### src/rtl/uart_tx_arb_ctrl_pkg.sv
// Shared constants and state encoding for the UART transmit arbiter/controller.
package uart_tx_arb_ctrl_pkg;

  localparam int DATA_WIDTH_DEF   = 8;
  localparam int CLKS_PER_BIT_DEF = 16;

  typedef enum logic [2:0] {
    TX_IDLE   = 3'd0,
    TX_START  = 3'd1,
    TX_DATA   = 3'd2,
    TX_PARITY = 3'd3,
    TX_STOP   = 3'd4
  } tx_state_e;

endpackage

### src/rtl/uart_tx_arb_ctrl_if.sv
// Two-requester valid/ready bundle feeding the transmit arbiter.
interface uart_tx_arb_ctrl_if
  import uart_tx_arb_ctrl_pkg::*;
#(
  parameter int DATA_WIDTH = DATA_WIDTH_DEF
);

  logic [1:0]            req_valid;
  logic [DATA_WIDTH-1:0] req_data0;
  logic [DATA_WIDTH-1:0] req_data1;
  logic [1:0]            req_ready;

  modport master (output req_valid, req_data0, req_data1, input req_ready);
  modport slave  (input req_valid, req_data0, req_data1, output req_ready);

endinterface

### src/rtl/uart_tx_arb_ctrl_baud_counter.sv
// Per-bit cycle counter: wraps at CLKS_PER_BIT-1 and flags the last cycle of each bit.
module uart_baud_counter
  import uart_tx_arb_ctrl_pkg::*;
#(
  parameter int CLKS_PER_BIT = CLKS_PER_BIT_DEF
) (
  input  logic tx_clk,
  input  logic resetn,
  input  logic en,
  input  logic clr,
  output logic bit_end
);

  localparam int CNT_W = $clog2(CLKS_PER_BIT);
  localparam logic [CNT_W-1:0] LAST = CNT_W'(CLKS_PER_BIT - 1);

  logic [CNT_W-1:0] cnt;

  assign bit_end = en && (cnt == LAST);

  always_ff @(posedge tx_clk) begin
    if (!resetn || clr) begin
      cnt <= '0;
    end else if (en) begin
      cnt <= bit_end ? '0 : cnt + CNT_W'(1);
    end
  end

endmodule

### src/rtl/uart_tx_arb_ctrl.sv
// UART transmit controller: round-robin pick of two requesters, then start/data/parity/stop framing.
//   state     | meaning
//   TX_IDLE   | line high, req_ready offered to the arbitrated requester
//   TX_START  | start bit (tx=0)
//   TX_DATA   | payload bits, LSB first
//   TX_PARITY | parity of the latched word (only when PARITY_EN)
//   TX_STOP   | STOP_BITS stop bits (tx=1)
module uart_tx_arb_ctrl
  import uart_tx_arb_ctrl_pkg::*;
#(
  parameter int DATA_WIDTH   = DATA_WIDTH_DEF,
  parameter int CLKS_PER_BIT = CLKS_PER_BIT_DEF,
  parameter int PARITY_EN    = 1,
  parameter int PARITY_ODD   = 0,
  parameter int STOP_BITS    = 1
) (
  input  logic               tx_clk,
  input  logic               resetn,
  uart_tx_arb_ctrl_if.slave  req,
  output logic               tx,
  output logic               busy,
  output logic               done,
  output logic               done_id
);

  localparam int BIT_W = (DATA_WIDTH > 2) ? $clog2(DATA_WIDTH) : 1;
  localparam logic [BIT_W-1:0] LAST_DATA = BIT_W'(DATA_WIDTH - 1);
  localparam logic [BIT_W-1:0] LAST_STOP = BIT_W'(STOP_BITS - 1);

  tx_state_e             state, state_d;
  logic [DATA_WIDTH-1:0] shift_q, shift_d;
  logic [BIT_W-1:0]      bit_idx;
  logic                  parity_q;
  logic                  last_grant;
  logic                  frame_id;
  logic                  bit_end;
  logic                  accept;
  logic                  grant_id;
  logic [1:0]            ready;
  logic                  tx_d;
  logic                  frame_end;

  uart_baud_counter #(.CLKS_PER_BIT(CLKS_PER_BIT)) u_baud (
    .tx_clk  (tx_clk),
    .resetn  (resetn),
    .en      (busy),
    .clr     (accept),
    .bit_end (bit_end)
  );

  assign busy          = (state != TX_IDLE);
  assign req.req_ready = ready;
  assign accept        = |(req.req_valid & ready);
  assign frame_end     = (state == TX_STOP) && (state_d == TX_IDLE);

  always_ff @(posedge tx_clk) begin
    if (!resetn) state <= TX_IDLE;
    else         state <= state_d;
  end

  always_comb begin
    state_d = state;
    case (state)
      TX_IDLE:   if (accept) state_d = TX_START;
      TX_START:  if (bit_end) state_d = TX_DATA;
      TX_DATA:   if (bit_end && (bit_idx == LAST_DATA))
                   state_d = (PARITY_EN != 0) ? TX_PARITY : TX_STOP;
      TX_PARITY: if (bit_end) state_d = TX_STOP;
      TX_STOP:   if (bit_end && (bit_idx == LAST_STOP)) state_d = TX_IDLE;
      default:   state_d = TX_IDLE;
    endcase
  end

  // Both valid: the requester that did not win last time gets the slot.
  always_comb begin
    ready    = 2'b00;
    grant_id = 1'b0;
    if (state == TX_IDLE) begin
      case (req.req_valid)
        2'b01: begin ready = 2'b01; grant_id = 1'b0; end
        2'b10: begin ready = 2'b10; grant_id = 1'b1; end
        2'b11: begin
          grant_id = ~last_grant;
          ready    = last_grant ? 2'b01 : 2'b10;
        end
        default: ;
      endcase
    end
  end

  // tx is registered, so it is computed from the state being entered.
  always_comb begin
    shift_d = shift_q;
    if (accept)
      shift_d = grant_id ? req.req_data1 : req.req_data0;
    else if ((state == TX_DATA) && bit_end)
      shift_d = shift_q >> 1;
    case (state_d)
      TX_START:  tx_d = 1'b0;
      TX_DATA:   tx_d = shift_d[0];
      TX_PARITY: tx_d = parity_q;
      default:   tx_d = 1'b1;
    endcase
  end

  always_ff @(posedge tx_clk) begin
    if (!resetn) begin
      tx         <= 1'b1;
      done       <= 1'b0;
      done_id    <= 1'b0;
      shift_q    <= '0;
      parity_q   <= 1'b0;
      bit_idx    <= '0;
      last_grant <= 1'b1;
      frame_id   <= 1'b0;
    end else begin
      tx      <= tx_d;
      done    <= frame_end;
      shift_q <= shift_d;
      if (frame_end) done_id <= frame_id;
      if (accept) begin
        frame_id   <= grant_id;
        last_grant <= grant_id;
        parity_q   <= (^shift_d) ^ (PARITY_ODD != 0);
      end
      if (state_d != state) bit_idx <= '0;
      else if (bit_end)     bit_idx <= bit_idx + BIT_W'(1);
    end
  end

endmodule
### src/flat_wrapper.sv
// flat-port wrapper written by rule: the top's interface ports become plain ports
module uart_tx_arb_ctrl_flat import uart_tx_arb_ctrl_pkg::*;
#(
  parameter int DATA_WIDTH   = DATA_WIDTH_DEF,
  parameter int CLKS_PER_BIT = CLKS_PER_BIT_DEF,
  parameter int PARITY_EN    = 1,
  parameter int PARITY_ODD   = 0,
  parameter int STOP_BITS    = 1
)
  (tx_clk, resetn, tx, busy, done, done_id, req_req_valid, req_req_data0, req_req_data1, req_req_ready);
  uart_tx_arb_ctrl_if #(.DATA_WIDTH(DATA_WIDTH)) req_i ();
  input  logic tx_clk;
  input  logic resetn;
  output logic tx;
  output logic busy;
  output logic done;
  output logic done_id;
  input wire logic [$bits(req_i.req_valid)-1:0] req_req_valid;
  input wire logic [$bits(req_i.req_data0)-1:0] req_req_data0;
  input wire logic [$bits(req_i.req_data1)-1:0] req_req_data1;
  output wire logic [$bits(req_i.req_ready)-1:0] req_req_ready;
  assign req_i.req_valid = req_req_valid;
  assign req_i.req_data0 = req_req_data0;
  assign req_i.req_data1 = req_req_data1;
  assign req_req_ready = req_i.req_ready;
  uart_tx_arb_ctrl #(.DATA_WIDTH(DATA_WIDTH), .CLKS_PER_BIT(CLKS_PER_BIT), .PARITY_EN(PARITY_EN), .PARITY_ODD(PARITY_ODD), .STOP_BITS(STOP_BITS)) u_core (.tx_clk(tx_clk), .resetn(resetn), .req(req_i), .tx(tx), .busy(busy), .done(done), .done_id(done_id));
endmodule
### config.mk
export PLATFORM = sky130hd
export DESIGN_NAME = uart_tx_arb_ctrl_flat
export DESIGN_NICKNAME = d
export VERILOG_FILES = /design/src/rtl/uart_tx_arb_ctrl_pkg.sv /design/src/rtl/uart_tx_arb_ctrl_if.sv /design/src/rtl/uart_tx_arb_ctrl_baud_counter.sv /design/src/rtl/uart_tx_arb_ctrl.sv /design/src/flat_wrapper.sv
export SDC_FILE = /design/constraint.sdc
export NUM_CORES = 1
export LEC_CHECK = 0
export ABC_AREA = 1
export ABC_CLOCK_PERIOD_IN_PS = 4400
export CAP_MARGIN = 5
export CORE_MARGIN = 10
export CORE_UTILIZATION = 45
export CTS_BUF_LIST = sky130_fd_sc_hd__clkbuf_16
export DETAILED_ROUTE_END_ITERATION = 6
export PLACE_DENSITY_LB_ADDON = 0.15
export SLEW_MARGIN = 20
export SYNTH_ARGS = -nofsm -noshare
export SYNTH_HDL_FRONTEND = slang
export SYNTH_SLANG_ARGS = --single-unit
### constraint.sdc
create_clock -name tx_clk -period 4.4 [get_ports tx_clk]
set_clock_uncertainty 0.1 [all_clocks]
set_input_delay 0.66 -clock tx_clk [delete_from_list [all_inputs] [get_ports tx_clk]]
set_output_delay 0.66 -clock tx_clk [all_outputs]
set_load 0.03 [all_outputs]
======== Word-level counts from Yosys, hierarchy flattened ========
Index checks and enable logic that the tools add are counted.
word-level totals
  word-level logic and storage cells ...... 58
  output and inout port bits .............. 6
  register bits after elaboration ......... 24
  input bits .............................. 20
cells by class
  reduce and logical (&&, ||, !) cells .... 14
  $add $sub $neg .......................... 2
  mux-type cells .......................... 16
  bitwise operators ....................... 3
  equal/unequal tests ..................... 13
operator list
  cell                                                                   count
  8-bit 2-to-1 mux                                                       3
  3-bit 2-to-1 mux                                                       5
  3-bit case mux with 5 select lines                                     1
  3-bit by 2-bit equality test with 1-bit output, second input constant  4
  3-bit logical NOT                                                      3
  8-bit parity                                                           1
  3-bit by 1-bit equality test with 1-bit output, second input constant  2
  3-bit equality test, second input constant                             2
  2-bit case mux with 3 select lines                                     1
  1-bit logical AND                                                      5
  4-bit by 1-bit adder with 4-bit output, second input constant          1
  2-bit equality test, second input constant                             2
  4-bit equality test, second input constant                             1
  2-bit 2-to-1 mux                                                       2
  4-bit 2-to-1 mux                                                       1
  2-bit OR reduction                                                     2
  3-bit by 1-bit adder with 3-bit output, second input constant          1
  3-bit != test                                                          1
  1-bit case mux with 3 select lines                                     1
  3-bit nonzero test                                                     1
  2-bit AND                                                              1
  2-bit by 1-bit equality test with 1-bit output, second input constant  1
  1-bit NOT                                                              2
  1-bit case mux with 2 select lines                                     1
  other kinds (3)                                                        3

======== Logic depth before layout (Yosys ltp) ========
  word-level depth ........................ 9
  depth in mapped cells ................... 18
  mapped depth without buffers ............ 17

======== Hierarchy ========
From an unflattened synthesis, not the netlist that was laid out.
second synthesis, totals
  cells, all modules ...................... 271
  area total of the unflattened synthesis .. 1646.6 um2
by module, submodules not included
  module             cells each  area an instance (um2)  seq. area each (um2)  instances
  uart_tx_arb_ctrl   241         1446.4                  400.4                 1
  uart_baud_counter  30          200.2                   80.1                  1

======== Least setup slack after synthesis ========
No wires, ideal clock.
  path kind ............................... input -> output
  from .................................... input port req_req_valid[0]
  to ...................................... output port req_req_ready[0]
  buffers on the path ..................... 0
  required time ........................... 3.640 ns
  data arrival time ....................... 1.492 ns
  path slack .............................. 2.148 ns
  cell stages on the path ................. 2
  path through ............................ inv_1 > a211oi_1
between the ends
  longest elaborated chain between the ends .. 3
  elaborated cells between the ends (all ways) .. 5
  classes of those cells .................. eq/ne: 3; mux: 2
ends and longest elaborated chain
  element                                                                                line                    text
  from (decl)                                                                            flat_wrapper.sv:18      input wire logic [$bits(req_i.req_valid)-1:0] req_req_valid;
  2-bit equality test or 2-bit by 1-bit equality test with 1-bit output (tied branches)  uart_tx_arb_ctrl.sv:79  case (req.req_valid)
  2-bit case mux with 3 select lines *                                                   uart_tx_arb_ctrl.sv:79
  2-bit 2-to-1 mux *                                                                     uart_tx_arb_ctrl.sv:78  if (state == TX_IDLE) begin
  to (decl)                                                                              flat_wrapper.sv:21      output wire logic [$bits(req_i.req_ready)-1:0] req_req_ready;
Every way passes the cells marked *; elsewhere a longest branch is shown, timed or not.

======== Worst setup path after layout ========
  from .................................... input port req_req_valid[1]
  to ...................................... output port req_req_ready[1]
Same word-level chain as after synthesis.

==> out/metrics.yaml <==
status: "completed"
grt_pass1_wl_um: 6910
via_per_inst: 4.80
ir_drop_mv: 0.217
crit_cells: 6
power.share.clock: 0.314
slew_viol_final: 0
end_kind: "primary output"
n_fill_cell: 376
crit_fanout: 14
grt_max_degree: 21
dp_hpwl_um: 2990
arrival_ns: 2.75
cts_hold_buf: 0
io_pins: 26
power_leakage_nw: 1.03
cts.sinks: 24
power_switching_share: 0.317
worstPathRequired_ns: 3.64
p_int_uw: 424
power_density_nw_per_um2: 306
fmax_mhz: 285
timing.hold.ws_ns: 0.355
hold_depth: 2
portBuffers: 25
synth_warnings: 0
initial_utilization: 0.464
ys_seq_elements: 24
antenna_found_initial: 0
drt-initial-drc-count: 136
die-height_um: 81.4
critPathMaxStageDelay_ns: 0.67
holdCritPathClass: "register to register"
diodes: 0
cts_buffers: 3
period_share: 0.797
cap_violations: 0
synthesis.nets: 309
tns_ns: 0
sequentialPowerShare: 0.388
gp_congestion: 0.814
core_um2: 3660
cts_root_buffer: "clkbuf_16"
cts_resized: 0
wl_um: 3990
grt.overflow.total: 0
crit_buf_inv: 4
crit_family: "buffers and inverters"
cp_cell_sequence: "clkdlybuf4s50_1 > inv_1 > a21oi_2 > nand2_2 > inv_1 > clkdlybuf4s50_1"
r2r_cells: 16
die_w_um: 81.4
p_comb_frac: 0.298
final_nets: 331
finalCriticalPeriod_ns: 3.51
drive_gt1_frac: 0.0556
avgSynthCellArea_um2: 5.96
slew_headroom: 0.642
netlist_instances: 285
track_usage: 0.128
switchingPower_uw: 197
ys_seq_area_frac: 0.283
rsz0062_at_grt: "no"
cts_buffer_depth: 2
cts_tree: "yes"
clkSlewWorstSetupHoldPaths_ns: 0.06
cts_setup_buffers: 0
placementRows: 22
num_vias: 1699
final_core_utilization: 0.553
grt_pass1_vias: 1548
area_growth_pct: 19.1
postRouteAntennaNets: 0
netlist_area_um2: 1700
wl_per_cell_um: 11.3
clock_latency_ns: 0.26
worst_slew_pin_slew_ns: 0.537
dr.pass1.iters: 5
yosys.cell_types.count: 27
slowest_stage: "clkdlybuf4s50_1"
cts.htree.levels: 1
drc: 0
setup_viol_count_final: 0
design.die.area_um2: 6630
startpoint_type: "input port"
criticalPathCategory: "input port to primary output"
finalHoldViolCount: 0
-- layout by cell type (no fill, tap or decap), types with 2 or more instances in the layout --
cell	synthesis	routed
o21ai_0	2	2
inv_2	4	4
xor2_1	2	2
nand2_1	110	110
nor3_1	3	3
inv_1	37	37
nand2_2	2	2
dfxtp_1	24	24
clkbuf_16	0	3
nand3_1	48	48
a21oi_1	10	10
ha_1	4	4
clkdlybuf4s50_1	0	25
nor2_1	14	14
a211oi_1	3	3
o211ai_1	2	2
nor2_2	2	2
buf_4	5	2
-- tightest hold or removal path, delay by kind of cell (launching register included) --
| family | cells | cell delay, ns |
|---|---|---|
| buffers and inverters | 1 | 0.05 |
| flip-flops | 1 | 0.31 |
| AO/OA/AOI/OAI | 1 | 0.05 |
-- worst paths after layout --
path	endpoint	from	slack [ns]
hold / removal	u_core.done_id	u_core.done_id	0.35
hold reg to reg	u_core.done_id	u_core.done_id	0.35
setup / recovery	req_req_ready[1]	req_req_valid[1]	0.89
setup reg to reg	u_core.parity_q	u_core.u_baud.cnt[0]	1.83
-- kinds of logic (layout without fill, tap and decap cells) --
logic type                 count (synthesis)  count (layout)  share of synthesized area
adders and majority gates                  4               4                     0.0295
xor gates and xnor gates                   2               2                     0.0103
DFF                                       24              24                      0.283
AOI/OAI and AO/OA                         21              21                     0.0795
and+or+nand+nor                          183             183                      0.460
buffers and inverters                     51              72                      0.138
-- state kept, by name, indices dropped and copies added, names as in the netlist, 3 cells and up --
register and count:
u_core.u_baud.cnt 4, u_core.shift_q 8, u_core.bit_idx 3, u_core.state 3
-- metrics by stage --
step / area, um^2 / setup slack [ns] / instances / power, mW
floorplan: 1700 / 2.15 / 285 / 0.380
global placement: 1940 / 0.902 / 350 / 0.429
detailed placement: 1940 / 0.877 / 350 / 0.429
CTS: 2020 / 0.882 / 354 / 0.624
global route: 2020 / 0.758 / 354 / 0.663
finish: 2020 / 0.892 / 354 / 0.620
-- metal layers --
metal,share of wire,up-vias,global-route usage
li1,-,941,-
met1,0.49,712,0.160
met2,0.42,39,0.208
met3,0.072,7,0.0328
met4,0.013,0,0.0467
met5,0,-,0
-- cell usage after synthesis, drive strengths merged --
cell type	number	area share
xor2	2	0.010
nor3	3	0.0088
a31oi	1	0.0037
a211oi	3	0.013
nand4	1	0.0037
nand3	48	0.14
o211ai	2	0.0088
nand3b	1	0.0044
o22ai	1	0.0037
a21oi	12	0.044
o21ai	2	0.0059
inv	41	0.091
clkbuf	1	0.0022
dfxtp	24	0.28
nor2	17	0.045
nand2	113	0.26
buf	9	0.045
ha	4	0.029
-- power groups by stage --
stage	sequential, mW	combinational, mW	clock, mW
6_report	0.241	0.185	0.195
5_1_grt	0.242	0.213	0.208
4_1_cts	0.240	0.185	0.198
3_5_place_dp	0.245	0.184	0
3_3_place_gp	0.245	0.184	0
2_1_floorplan	0.245	0.135	0
-- area by class of cell --
| class | count | area [um^2] | area share |
|---|---|---|---|
| timing repair buffer | 27 | 265 | 0.131 |
| multi-input combinational | 210 | 985 | 0.487 |
| inverter | 41 | 154 | 0.0761 |
| clock inverter | 1 | 3.75 | 0.00186 |
| tap | 48 | 60.1 | 0.0297 |
| sequential | 24 | 480 | 0.237 |
| clock buffer | 3 | 75.1 | 0.0371 |
Note: power is estimated with default switching activity, not from simulation.
